`src/rtl/tt04_wishbone_host_seq.sv`:
```
// Host sequencer driving the TT04 pin-level Wishbone bridge protocol.
// Optional WAIT timeout/abort under `TT04_WBHOST_TIMEOUT_EN.
module tt04_wishbone_host_seq #(
  parameter int TIMEOUT_CYCLES = 255
) (
  input  logic        clk,
  input  logic        rst,
  input  logic        req_valid,
  output logic        req_ready,
  input  logic        req_we,
  input  logic [13:0] req_adr,
  input  logic [31:0] req_dat,
  input  logic [3:0]  req_sel,
  output logic        rsp_valid,
  output logic [31:0] rsp_dat,
  output logic        rsp_err,
  output logic [2:0]  pin_cmd,
  output logic [7:0]  pin_in8,
  input  logic [7:0]  pin_out8,
  input  logic        pin_valid
);

  localparam logic [2:0] CMD_IDLE = 3'b000;
  localparam logic [2:0] CMD_EXEC = 3'b001;
  localparam logic [2:0] CMD_AD0  = 3'b010;
  localparam logic [2:0] CMD_DO0  = 3'b100;
  localparam logic [2:0] CMD_DI0  = 3'b110;

  localparam logic [2:0] EX_RESET   = 3'd1;
  localparam logic [2:0] EX_WBSEL   = 3'd2;
  localparam logic [2:0] EX_DISABLE = 3'd4;
  localparam logic [2:0] EX_ENABLE  = 3'd5;
  localparam logic [2:0] EX_READ    = 3'd6;
  localparam logic [2:0] EX_WRITE   = 3'd7;

  // state = the pin cycle to be emitted at the next clock edge
  localparam logic [3:0] S_INIT_RST = 4'd0;
  localparam logic [3:0] S_INIT_EN  = 4'd1;
  localparam logic [3:0] S_IDLE     = 4'd2;
  localparam logic [3:0] S_ADL      = 4'd3;
  localparam logic [3:0] S_ADH      = 4'd4;
  localparam logic [3:0] S_DO       = 4'd5;
  localparam logic [3:0] S_EXE      = 4'd6;
  localparam logic [3:0] S_WAIT     = 4'd7;
  localparam logic [3:0] S_RD       = 4'd8;
  localparam logic [3:0] S_TO_EN    = 4'd9;
  localparam logic [3:0] S_RESP     = 4'd10;

  typedef struct packed {
    logic        we;
    logic [13:0] adr;
    logic [31:0] dat;
    logic [3:0]  sel;
  } req_t;

  function automatic logic [7:0] exec8(
    input logic [2:0] sub
  );
    return {5'b00000, sub};
  endfunction

  logic [3:0]  state;
  logic [1:0]  cnt;
  logic [23:0] rd_q;
  req_t        req_q;

`ifdef TT04_WBHOST_TIMEOUT_EN
  localparam int TB = $clog2(TIMEOUT_CYCLES + 1);
  localparam int TW = (TB > 8) ? TB : 8;
  localparam logic [TW-1:0] TMO_LAST =
    TW'(TIMEOUT_CYCLES - 1);

  logic [TW-1:0] tmo;
  logic          err_q;

  assign rsp_err = err_q;
`else
  assign rsp_err = 1'b0;
`endif

  always_ff @(posedge clk or posedge rst) begin
    if (rst) begin
      state     <= S_INIT_RST;
      cnt       <= 2'd0;
      rd_q      <= '0;
      req_q     <= '0;
      pin_cmd   <= CMD_IDLE;
      pin_in8   <= 8'h00;
      req_ready <= 1'b0;
      rsp_valid <= 1'b0;
      rsp_dat   <= 32'h0;
`ifdef TT04_WBHOST_TIMEOUT_EN
      tmo       <= '0;
      err_q     <= 1'b0;
`endif
    end else begin
      pin_cmd   <= CMD_IDLE;
      pin_in8   <= 8'h00;
      req_ready <= 1'b0;
      rsp_valid <= 1'b0;
      unique case (state)
        S_INIT_RST: begin
          pin_cmd <= CMD_EXEC;
          pin_in8 <= exec8(EX_RESET);
          state   <= S_INIT_EN;
        end
        S_INIT_EN: begin
          pin_cmd <= CMD_EXEC;
          pin_in8 <= exec8(EX_ENABLE);
          state   <= S_IDLE;
        end
        S_IDLE: begin
          if (req_valid && req_ready) begin
            req_q <= '{we:  req_we,
                       adr: req_adr,
                       dat: req_dat,
                       sel: req_sel};
            cnt   <= 2'd0;
            if (req_we) begin
              pin_cmd <= CMD_EXEC;
              pin_in8 <= {req_sel, 1'b0, EX_WBSEL};
              state   <= S_ADL;
            end else begin
              pin_cmd <= CMD_AD0;
              pin_in8 <= req_adr[7:0];
              state   <= S_ADH;
            end
          end else begin
            req_ready <= 1'b1;
          end
        end
        S_ADL: begin
          pin_cmd <= CMD_AD0;
          pin_in8 <= req_q.adr[7:0];
          state   <= S_ADH;
        end
        S_ADH: begin
          pin_cmd <= CMD_AD0;
          pin_in8 <= {2'b00, req_q.adr[13:8]};
          state   <= req_q.we ? S_DO : S_EXE;
        end
        S_DO: begin
          pin_cmd <= CMD_DO0;
          pin_in8 <= req_q.dat[{cnt, 3'b000} +: 8];
          cnt     <= cnt + 2'd1;
          if (cnt == 2'd3) state <= S_EXE;
        end
        S_EXE: begin
          pin_cmd <= CMD_EXEC;
          pin_in8 <= exec8(req_q.we ? EX_WRITE : EX_READ);
          state   <= S_WAIT;
`ifdef TT04_WBHOST_TIMEOUT_EN
          tmo     <= '0;
`endif
        end
        S_WAIT: begin
          // pin_cmd still shows EXEC on the first pass: not a WAIT cycle yet
          if (pin_valid && pin_cmd == CMD_IDLE) begin
            if (req_q.we) begin
              rsp_valid <= 1'b1;
              rsp_dat   <= 32'h0;
`ifdef TT04_WBHOST_TIMEOUT_EN
              err_q     <= 1'b0;
`endif
              state     <= S_IDLE;
            end else begin
              pin_cmd <= CMD_DI0;
              cnt     <= 2'd0;
              state   <= S_RD;
            end
          end
`ifdef TT04_WBHOST_TIMEOUT_EN
          else if (pin_cmd == CMD_IDLE) begin
            if (tmo == TMO_LAST) begin
              pin_cmd <= CMD_EXEC;
              pin_in8 <= exec8(EX_DISABLE);
              state   <= S_TO_EN;
            end else begin
              tmo <= tmo + 1'b1;
            end
          end
`endif
        end
        S_RD: begin
          cnt     <= cnt + 2'd1;
          pin_cmd <= (cnt < 2'd2) ? CMD_DI0 : CMD_IDLE;
          unique case (cnt)
            2'd0: rd_q[7:0]   <= pin_out8;
            2'd1: rd_q[15:8]  <= pin_out8;
            2'd2: rd_q[23:16] <= pin_out8;
            2'd3: begin
              rsp_valid <= 1'b1;
              rsp_dat   <= {pin_out8, rd_q};
`ifdef TT04_WBHOST_TIMEOUT_EN
              err_q     <= 1'b0;
`endif
              state     <= S_IDLE;
            end
            default: ;
          endcase
        end
`ifdef TT04_WBHOST_TIMEOUT_EN
        S_TO_EN: begin
          pin_cmd <= CMD_EXEC;
          pin_in8 <= exec8(EX_ENABLE);
          state   <= S_RESP;
        end
        S_RESP: begin
          rsp_valid <= 1'b1;
          rsp_dat   <= 32'h0;
          err_q     <= 1'b1;
          state     <= S_IDLE;
        end
`endif
        default: state <= S_INIT_RST;
      endcase
    end
  end

endmodule

```
`config.mk`:
```
export PLATFORM = sky130hd
export DESIGN_NAME = tt04_wishbone_host_seq
export DESIGN_NICKNAME = d
export VERILOG_FILES = /design/src/rtl/tt04_wishbone_host_seq.sv
export SDC_FILE = /design/constraint.sdc
export NUM_CORES = 1
export LEC_CHECK = 0
export ABC_CLOCK_PERIOD_IN_PS = 8550
export CORE_ASPECT_RATIO = 0.75
export CORE_MARGIN = 3
export CORE_UTILIZATION = 25
export CTS_CLUSTER_DIAMETER = 200
export CTS_CLUSTER_SIZE = 30
export DETAILED_ROUTE_END_ITERATION = 10
export GPL_ROUTABILITY_DRIVEN = 0
export PLACE_DENSITY_LB_ADDON = 0.2
export SLEW_MARGIN = 20
export SYNTH_ARGS = -nofsm -noshare
export SYNTH_HDL_FRONTEND = slang
export SYNTH_SLANG_ARGS = --single-unit
```
`constraint.sdc`:
```
create_clock -name clk -period 8.55 [get_ports clk]
set_input_delay 2.565 -clock clk [delete_from_list [all_inputs] [get_ports clk]]
set_output_delay 2.565 -clock clk [all_outputs]
set_load 0.02 [all_outputs]
```
==> flow_summary_export.csv, run 1 <==
group,metric,value,unit
power_and_ir_drop,pwr-share-clk,30.4,%
route,drt_iter0_drc,239,
clock_network,cts_tree,"done",
finish,n_fill_cell,2136,
route,dr.pass1.iters,4,
global_route,grt_max_degree,66,
critical_path,cp-end-kind,"register",
sta,setup-tns-final,0,ns
yosys,synth_compound_area_share,9.25,%
yosys,yosys-top-cells-area,"dfrtp_1 (57%), nand2_1 (15%), mux2_2 (5.0%), o21ai_0 (3.6%), mux4_2 (3.4%)",
clock_network,cts_resized,0,
route,ant_nets,0,
placement,dp_slack,3.70,ns
yosys,synth_top_family_by_area,"simple AND/OR/NAND/NOR gates",
clock_network,root_buffer,"clkbuf_16",
global_route,grt_first_pass_wirelength,23000,microns
global_route,grt_overflow,0,
power_and_ir_drop,seq_power_share,41.5,%
power_and_ir_drop,comb_power_share,28.1,%
placement,io_buffer_count,107,
critical_path,crit_fanout,65,
die,start_util,26.0,%
finish,antenna_cells,0,
route,via_per_inst,4.40,
yosys,synthMuxAreaShare,9.16,%
finish,nNetsFinal,702,
yosys,synth_commonest_cells,"nand2_1 (215), dfrtp_1 (122), o21ai_0 (39)",
sta,drv_slew,0,
global_route,gr-usage-all-layers,12.6,%
yosys,synthAdderAreaFrac,0.935,%
yosys,async_reset_ff_share,100,%
yosys,yosysTopAreaCellShare,57.0,%
yosys,yosysSeqAreaShare,57.0,%
finish,layout-drive-gt1-share,12.7,%
sta,timing.final.crit_share,46.9,%
sta,worst_slack,4.54,ns
sta,rsz0062_at_grt,"no",
placement,dpl.hpwl,9580,microns
power_and_ir_drop,p_leak,3.14,nW
die,die_w,175,microns
hold_path,hold_class,"register to register",
route,drc,0,
run_status,outcome,"completed",
sta,setup_viol,0,
sta,hold_viol,0,
power_and_ir_drop,internal-power,1.49,mW
yosys,post-synth-top-count-cell,"nand2_1",
clock_network,clk_latency,0.42,ns
placement,dpl.cell_count,898,
clock_network,cts_setup_buffers,0,
hold_path,worst_hold_startpoint,"req_q[13]",
critical_path,cp.required,8.82,ns
clock_network,htree_levels,4,
finish,final_util,35.2,%
power_and_ir_drop,vdd_drop_max,0.000131,V
sta,fmax,0.249,GHz
finish,multiInputGateArea,0.00214,sq mm
clock_network,numCtsBuffers,17,
finish,syn_to_final_growth,35.7,%
critical_path,start_kind,"primary input",
yosys,yosysUniqueCellTypes,51,
sta,slew_headroom,44.1,%
die,core-area,0.0206,sq mm
global_route,antenna_found_initial,0,
yosys,yosysTopAreaCell,"dfrtp_1",
die,ios,109,
yosys,syn_nets,606,
yosys,yosys_most_used_dff,"dfrtp_1",
clock_network,cts_buffer_depth,2,
yosys,syn-instance-count,539,
critical_path,r2r_start,"state[3]",
yosys,yosys.area_share.simple,19.9,%
sta,period_needed,4.01,ns
sta,worstMarginPinSlew,0.838,ns
yosys,yosys_warnings,0,
yosys,synth-xor-area-share,0,%
clock_network,clkTransAtPathRegs,0.06,ns
critical_path,cp.arrival,4.28,ns
yosys,avgSynthCellArea,9.93,sq um
sta,fin_skew,0.0114,ns
power_and_ir_drop,p_total,2.23,mW
clock_network,ctsHoldBuffers,0,
route,vias,4089,
critical_path,worstSetupStartpoint,"pin_valid",
route,wl,14000,microns
critical_path,crit_type,"primary input to register",
global_route,first_global_vias,4305,
clock_network,cts.sinks,122,
job,drv_cap,0,
power_and_ir_drop,swShare,33.4,%
die,die_y,133,microns
finish,seqCellArea,0.00305,sq mm
yosys,synth_edf_count,0,
die,die-area,0.0232,sq mm
die,rows,45,
route,wl_per_cell,15.1,microns
power_and_ir_drop,p_sw,746,uW
finish,fin_cells,930,
yosys,synth.cell_area,0.00535,sq mm
yosys,synth-seq-cells,122,
power_and_ir_drop,powerDensity,307,mW/mm^2
-- registers in the layout, indices dropped and copies added, names as in the netlist --
register and cells:
state 4, rsp_valid 1, rsp_dat 32, rd_q 24, req_ready 1, cnt 2
pin_cmd 3, pin_in8 8, req_q 47
-- per-stage QoR --
stage               hold slack, ns  instance area [sq um]
floorplan                    0.437                   5350
global placement             0.450                   6690
detailed placement           0.460                   6690
CTS                          0.475                   7260
global route                 0.499                   7260
finish                       0.469                   7260
-- worst paths after layout --
path	to	slack [ns]	cells after the start
max in group asynchronous	pin_cmd[2]	4.62	3
min	req_q[13]	0.47	2
min reg2reg	req_q[13]	0.47	2
max reg2reg	rd_q[7]	6.00	4
max	rsp_dat[1]	4.54	6
min in group asynchronous	rsp_dat[4]	2.62	2
-- power groups by stage --
stage	Sequential, mW	Clock [mW]	Combinational, mW
after detailed placement	0.938	0	0.632
after CTS	0.928	0.699	0.637
final	0.926	0.679	0.628
after floorplan	0.891	0	0.440
after global placement	0.927	0	0.622
after global routing	0.956	0.723	0.708
-- metal layers --
layer	GRT usage, %	part of all wire, %	vias to the layer above
met3	3.07	3.3	15
met1	17.5	49	2005
li1	-	-	1993
met2	19.3	46	76
met4	4.56	1.6	0
met5	0	0	-
-- cells in the final DEF, fill, tap and decap left out, types with 2 or more instances in the layout --
master,count
nand4_1,2
buf_4,7
mux2i_1,4
nor2b_1,2
nor3_1,3
dfrtp_1,122
a21oi_1,7
clkbuf_16,17
nor2_1,8
clkinv_2,2
mux2_2,24
nand3b_1,3
clkdlybuf4s50_1,107
o2bb2ai_1,2
o41ai_1,2
mux4_2,8
ha_1,4
o21ai_0,39
nand2b_1,6
o221ai_2,2
a31oi_1,3
inv_1,5
clkinvlp_4,4
o31ai_1,4
o211ai_1,2
o21bai_1,3
a22oi_1,7
nand2_1,215
clkinv_4,5
nand3_1,2
-- logic make-up after synthesis --
family / Yosys count
AO/OA/AOI/OAI: 78
adder cells (fa/ha/maj): 4
buffers and inverters: 43
flip-flops: 122
multiplexers: 36
other: 1
AND/OR/NAND/NOR: 255
-- layout make-up --
| cell class | count | share of cell area, % |
|---|---|---|
| clock inverter | 13 | 1.69 |
| inverter | 6 | 0.345 |
| multi-input combinational | 374 | 29.5 |
| timing repair buffer | 114 | 15.5 |
| sequential | 122 | 42.0 |
| clock buffer | 19 | 6.10 |
| tap | 282 | 4.86 |
-- critical path, cell delays in order --
cell and delay [ns]:
clkdlybuf4s50_1 0.45, nor4b_2 0.50, a32oi_4 0.19, buf_4 0.32, nand2_1 0.14, o21ai_0 0.09
No activity file was read; power rests on OpenSTA's default activity.
==> inputs of run 2 (changes only) <==
ABC_CLOCK_PERIOD_IN_PS = 3900   (was 8550)
clock period = 3.9 ns   (was 8.55 ns; I/O delays follow)
==> flow_summary_export.csv, run 2 (same netlist as run 1, synthesis figures left out) <==
group,metric,value,unit
sta,timing.final.crit_share,66.9,%
sta,rsz0062_at_grt,"no",
sta,drv_slew,0,
sta,whs,0.468,ns
placement,io_buffer_count,107,
route,via_per_inst,4.38,
die,start_util,26.0,%
clock_network,cts.sinks,122,
clock_network,cts_resized,0,
run_status,outcome,"completed",
sta,period_needed,2.61,ns
global_route,grt_max_degree,123,
clock_network,cts_buffer_depth,2,
sta,hold_viol,0,
global_route,gr-usage-all-layers,12.4,%
power_and_ir_drop,p_total,4.92,mW
sta,setup-tns-final,0,ns
clock_network,ctsHoldBuffers,0,
critical_path,crit_fanout,35,
power_and_ir_drop,p_leak,3.14,nW
global_route,grt_overflow,0,
critical_path,cp.arrival,2.90,ns
die,die-area,0.0232,sq mm
finish,fin_cells,931,
finish,final_common_cell,"nand2_1",
finish,biggestRegsByFlops,"req_q (47), rsp_dat (32), rd_q (24)",
clock_network,clkTransAtPathRegs,0.06,ns
critical_path,slowest_stage,"dfrtp_1",
sta,slew_headroom,46.9,%
finish,largest_register_ffs,47,
finish,syn_to_final_growth,36.0,%
hold_path,hold_class,"register to register",
power_and_ir_drop,powerDensity,676,mW/mm^2
critical_path,start_kind,"register",
die,ios,109,
clock_network,root_buffer,"clkbuf_16",
finish,final_util,35.3,%
sta,fin_skew,0.00905,ns
die,rows,45,
critical_path,r2r_start,"state[3]",
placement,dpl.cell_count,900,
finish,fin_area,0.00728,sq mm
critical_path,crit_type,"register to register",
power_and_ir_drop,vdd_drop_max,0.000270,V
global_route,grt_first_pass_wirelength,22700,microns
clock_network,clk_latency,0.42,ns
route,drt_iter0_drc,347,
clock_network,numCtsBuffers,17,
critical_path,crit_buf_inv,1,
die,die_y,133,microns
critical_path,crit_chain,"nor4b_4 > buf_4 > nand2_1 > mux2_2",
sta,worstMarginPinSlew,0.794,ns
critical_path,r2r_slack,1.29,ns
die,core-area,0.0206,sq mm
finish,nNetsFinal,704,
critical_path,worstSetupStartpoint,"state[3]",
global_route,antenna_found_initial,0,
global_route,first_global_vias,4113,
clock_network,htree_levels,4,
route,ant_nets,0,
finish,n_fill_cell,2104,
finish,antenna_cells,0,
clock_network,cts_setup_buffers,0,
critical_path,cp.required,4.19,ns
sta,setup_viol,0,
critical_path,cp.depth,4,
finish,final_cell_mix,"nand2_1 (215), dfrtp_1 (122), clkdlybuf4s50_1 (107)",
die,die_w,175,microns
critical_path,max_stage_delay,0.76,ns
route,dr.pass1.iters,4,
placement,placed_cell_area,0.00672,sq mm
critical_path,cp-end-kind,"register",
critical_path,crit_family,"simple AND/OR/NAND/NOR gates",
critical_path,reg2reg_depth,4,
route,wl,14000,microns
route,drc,0,
finish,top_register,"req_q",
route,vias,4074,
critical_path,reg2reg_to,"rd_q[0]",
placement,dp_slack,0.981,ns
route,wl_per_cell,15.0,microns
finish,multiInputGateArea,0.00214,sq mm
clock_network,cts_tree,"done",
critical_path,endpoint,"rd_q[0]",
sta,worst_slack,1.29,ns
job,drv_cap,0,
placement,dpl.hpwl,9280,microns
sta,fmax,0.383,GHz
finish,seqCellArea,0.00305,sq mm
finish,layout-drive-gt1-share,12.8,%
==> run 2: changes by cell type in the layout (fill, tap and decap cells not counted), sizes merged <==
cell      previous run  this run
clkinvlp             4         6
inv                  7         8
clkbuf              19        18
buf                  7         9
clkinv               7         4
==> run 2: layout make-up <==
class / instances / area share, %
clock buffer: 18 / 6.03
clock inverter: 13 / 1.67
tap: 282 / 4.85
multi-input combinational: 374 / 29.4
inverter: 6 / 0.361
sequential: 122 / 41.9
timing repair buffer: 116 / 15.8
==> run 2: worst min path at each step <==
stage | to | from | cells past startpoint
final | req_q[38] | req_q[38] | 2
after detailed placement | req_q[38] | req_q[38] | 2
after CTS | req_q[38] | req_q[38] | 2
after global placement | req_q[38] | req_q[38] | 2
after global routing | req_q[14] | req_q[14] | 2
after floorplan | req_q[38] | req_q[38] | 2
==> run 2: report_power, final <==
| group | leakage (nW) | internal, mW | switching [mW] | total [mW] |
|---|---|---|---|---|
| combinational | 1.32 | 0.673 | 0.739 | 1.41 |
| sequential | 1.56 | 1.70 | 0.306 | 2.01 |
| clock | 0.261 | 0.894 | 0.608 | 1.50 |
==> run 2: worst register-to-register path: cells and delay by family (launching register included) <==
family | cells | cell delay, ns
buffers and inverters | 1 | 0.45
and+or+nand+nor | 2 | 0.91
muxes | 1 | 0.38
DFF | 1 | 0.76
==> run 2: metal layers <==
| layer | GRT usage [%] | part of all wire, % | vias up |
|---|---|---|---|
| li1 | - | - | 1994 |
| met1 | 17.6 | 49 | 1994 |
| met2 | 18.2 | 45 | 75 |
| met3 | 3.84 | 4.9 | 11 |
| met4 | 4.03 | 1.1 | 0 |
| met5 | 0 | 0 | - |
==> inputs of run 3 (changes only) <==
ABC_CLOCK_PERIOD_IN_PS = 2130   (was 3900)
clock period = 2.13 ns   (was 3.9 ns; I/O delays follow)
==> flow_summary_export.csv, run 3 (same netlist as run 1, synthesis figures left out) <==
group,metric,value,unit
placement,dp_slack,-0.105,ns
run_status,outcome,"completed",
global_route,grt_first_pass_wirelength,23900,microns
sta,fmax,0.489,GHz
job,drv_cap,0,
finish,top_register,"req_q",
global_route,first_global_vias,4419,
sta,worst_slack,0.0864,ns
die,ios,109,
die,core-area,0.0206,sq mm
clock_network,cts_buffer_depth,2,
finish,antenna_cells,0,
critical_path,crit_family,"buffers and inverters",
route,wl_per_cell,15.0,microns
critical_path,cp.arrival,1.40,ns
sta,worstMarginPinSlew,0.553,ns
sta,rsz0062_at_grt,"no",
route,via_per_inst,4.35,
critical_path,slowest_stage,"clkdlybuf4s50_1",
route,wl,14100,microns
global_route,gr-usage-all-layers,13.1,%
sta,fin_skew,0.00853,ns
critical_path,crit_fanout,2,
sta,slew_headroom,62.9,%
finish,layout-drive-gt1-share,14.1,%
die,rows,45,
route,drc,0,
critical_path,max_stage_delay,0.62,ns
clock_network,root_buffer,"clkbuf_16",
finish,syn_to_final_growth,39.3,%
finish,fin_area,0.00746,sq mm
die,die_w,175,microns
placement,io_buffer_count,107,
placement,dpl.cell_count,912,
critical_path,cp.required,1.49,ns
critical_path,crit_type,"register to output port",
finish,final_cell_mix,"nand2_1 (215), dfrtp_1 (122), clkdlybuf4s50_1 (107)",
clock_network,ctsHoldBuffers,0,
power_and_ir_drop,powerDensity,1250,mW/mm^2
die,start_util,26.0,%
finish,fin_cells,943,
sta,setup_viol,0,
global_route,grt_overflow,0,
sta,period_needed,2.04,ns
clock_network,numCtsBuffers,17,
sta,hold_viol,0,
placement,placed_cell_area,0.00686,sq mm
clock_network,clk_latency,0.41,ns
route,drt_iter0_drc,278,
critical_path,start_kind,"register",
die,die_y,133,microns
global_route,grt_max_degree,66,
placement,dpl.hpwl,9680,microns
clock_network,clkTransAtPathRegs,0.06,ns
power_and_ir_drop,p_leak,3.26,nW
finish,largest_register_ffs,47,
power_and_ir_drop,vdd_drop_max,0.000466,V
sta,drv_slew,0,
global_route,antenna_found_initial,0,
finish,final_common_cell,"nand2_1",
clock_network,cts_tree,"done",
finish,biggestRegsByFlops,"req_q (47), rsp_dat (32), rd_q (24)",
critical_path,cp-end-kind,"output port",
critical_path,crit_buf_inv,1,
critical_path,crit_chain,"clkdlybuf4s50_1",
route,dr.pass1.iters,4,
die,die-area,0.0232,sq mm
sta,timing.final.crit_share,95.9,%
route,ant_nets,0,
route,vias,4101,
clock_network,cts.sinks,122,
finish,nNetsFinal,716,
hold_path,hold_class,"register to register",
clock_network,htree_levels,4,
[run 3: worst paths after layout]
path / from / to / slack (ns) / cells past startpoint
worst max-delay path: rsp_dat[4] / rsp_dat[4] / 0.09 / 1
worst min-delay path: req_q[38] / req_q[38] / 0.47 / 2
worst max register to register: state[2] / req_q[15] / 0.22 / 5
worst min register to register: req_q[38] / req_q[38] / 0.47 / 2
max in group asynchronous: rst / req_q[30] / 1.10 / 3
min in group asynchronous: rst / pin_cmd[1] / 0.70 / 3
[run 3: final cells by class]
cell class              instances  area (sq um)
clock buffers                  23           478
repair buffers                128          1290
well taps                     282           353
fillers                      2115         13100
flip-flops and latches        122          3050
clock inverters                 8           118
inverters                       6          26.3
multi-input cells             374          2140
[run 3: metrics by stage]
step                      total power [mW]  util, %  setup TNS [ns]  hold slack [ns]
after detailed placement              6.45     33.3           -2.90            0.455
after CTS                             9.45     36.2               0            0.469
final                                 9.31     36.2               0            0.466
after global placement                6.38     33.3          -0.604            0.450
after global routing                  9.97     36.2               0            0.494
after floorplan                       5.34        -          -0.772            0.437
[run 3: power breakdown]
part           total, mW  internal, mW  leakage [nW]  switching (mW)
registers           3.62          3.12          1.56           0.494
logic               2.76          1.32          1.40            1.44
clock network       2.93          1.92         0.293            1.01
total               9.31          6.36          3.26            2.95
[run 3: per-layer routing]
metal | part of all wire, % | GRT usage (%) | up-vias
met5 | 0 | 0 | -
met4 | 0.91 | 3.99 | 0
met3 | 4.3 | 3.41 | 12
met2 | 46 | 19.4 | 67
met1 | 49 | 18.7 | 2005
li1 | - | - | 2017
[run 3: what timing repair did]
action,CTS,global route
setup buffers,0,0
gates resized for setup,0,1
setup endpoints to repair,0,2
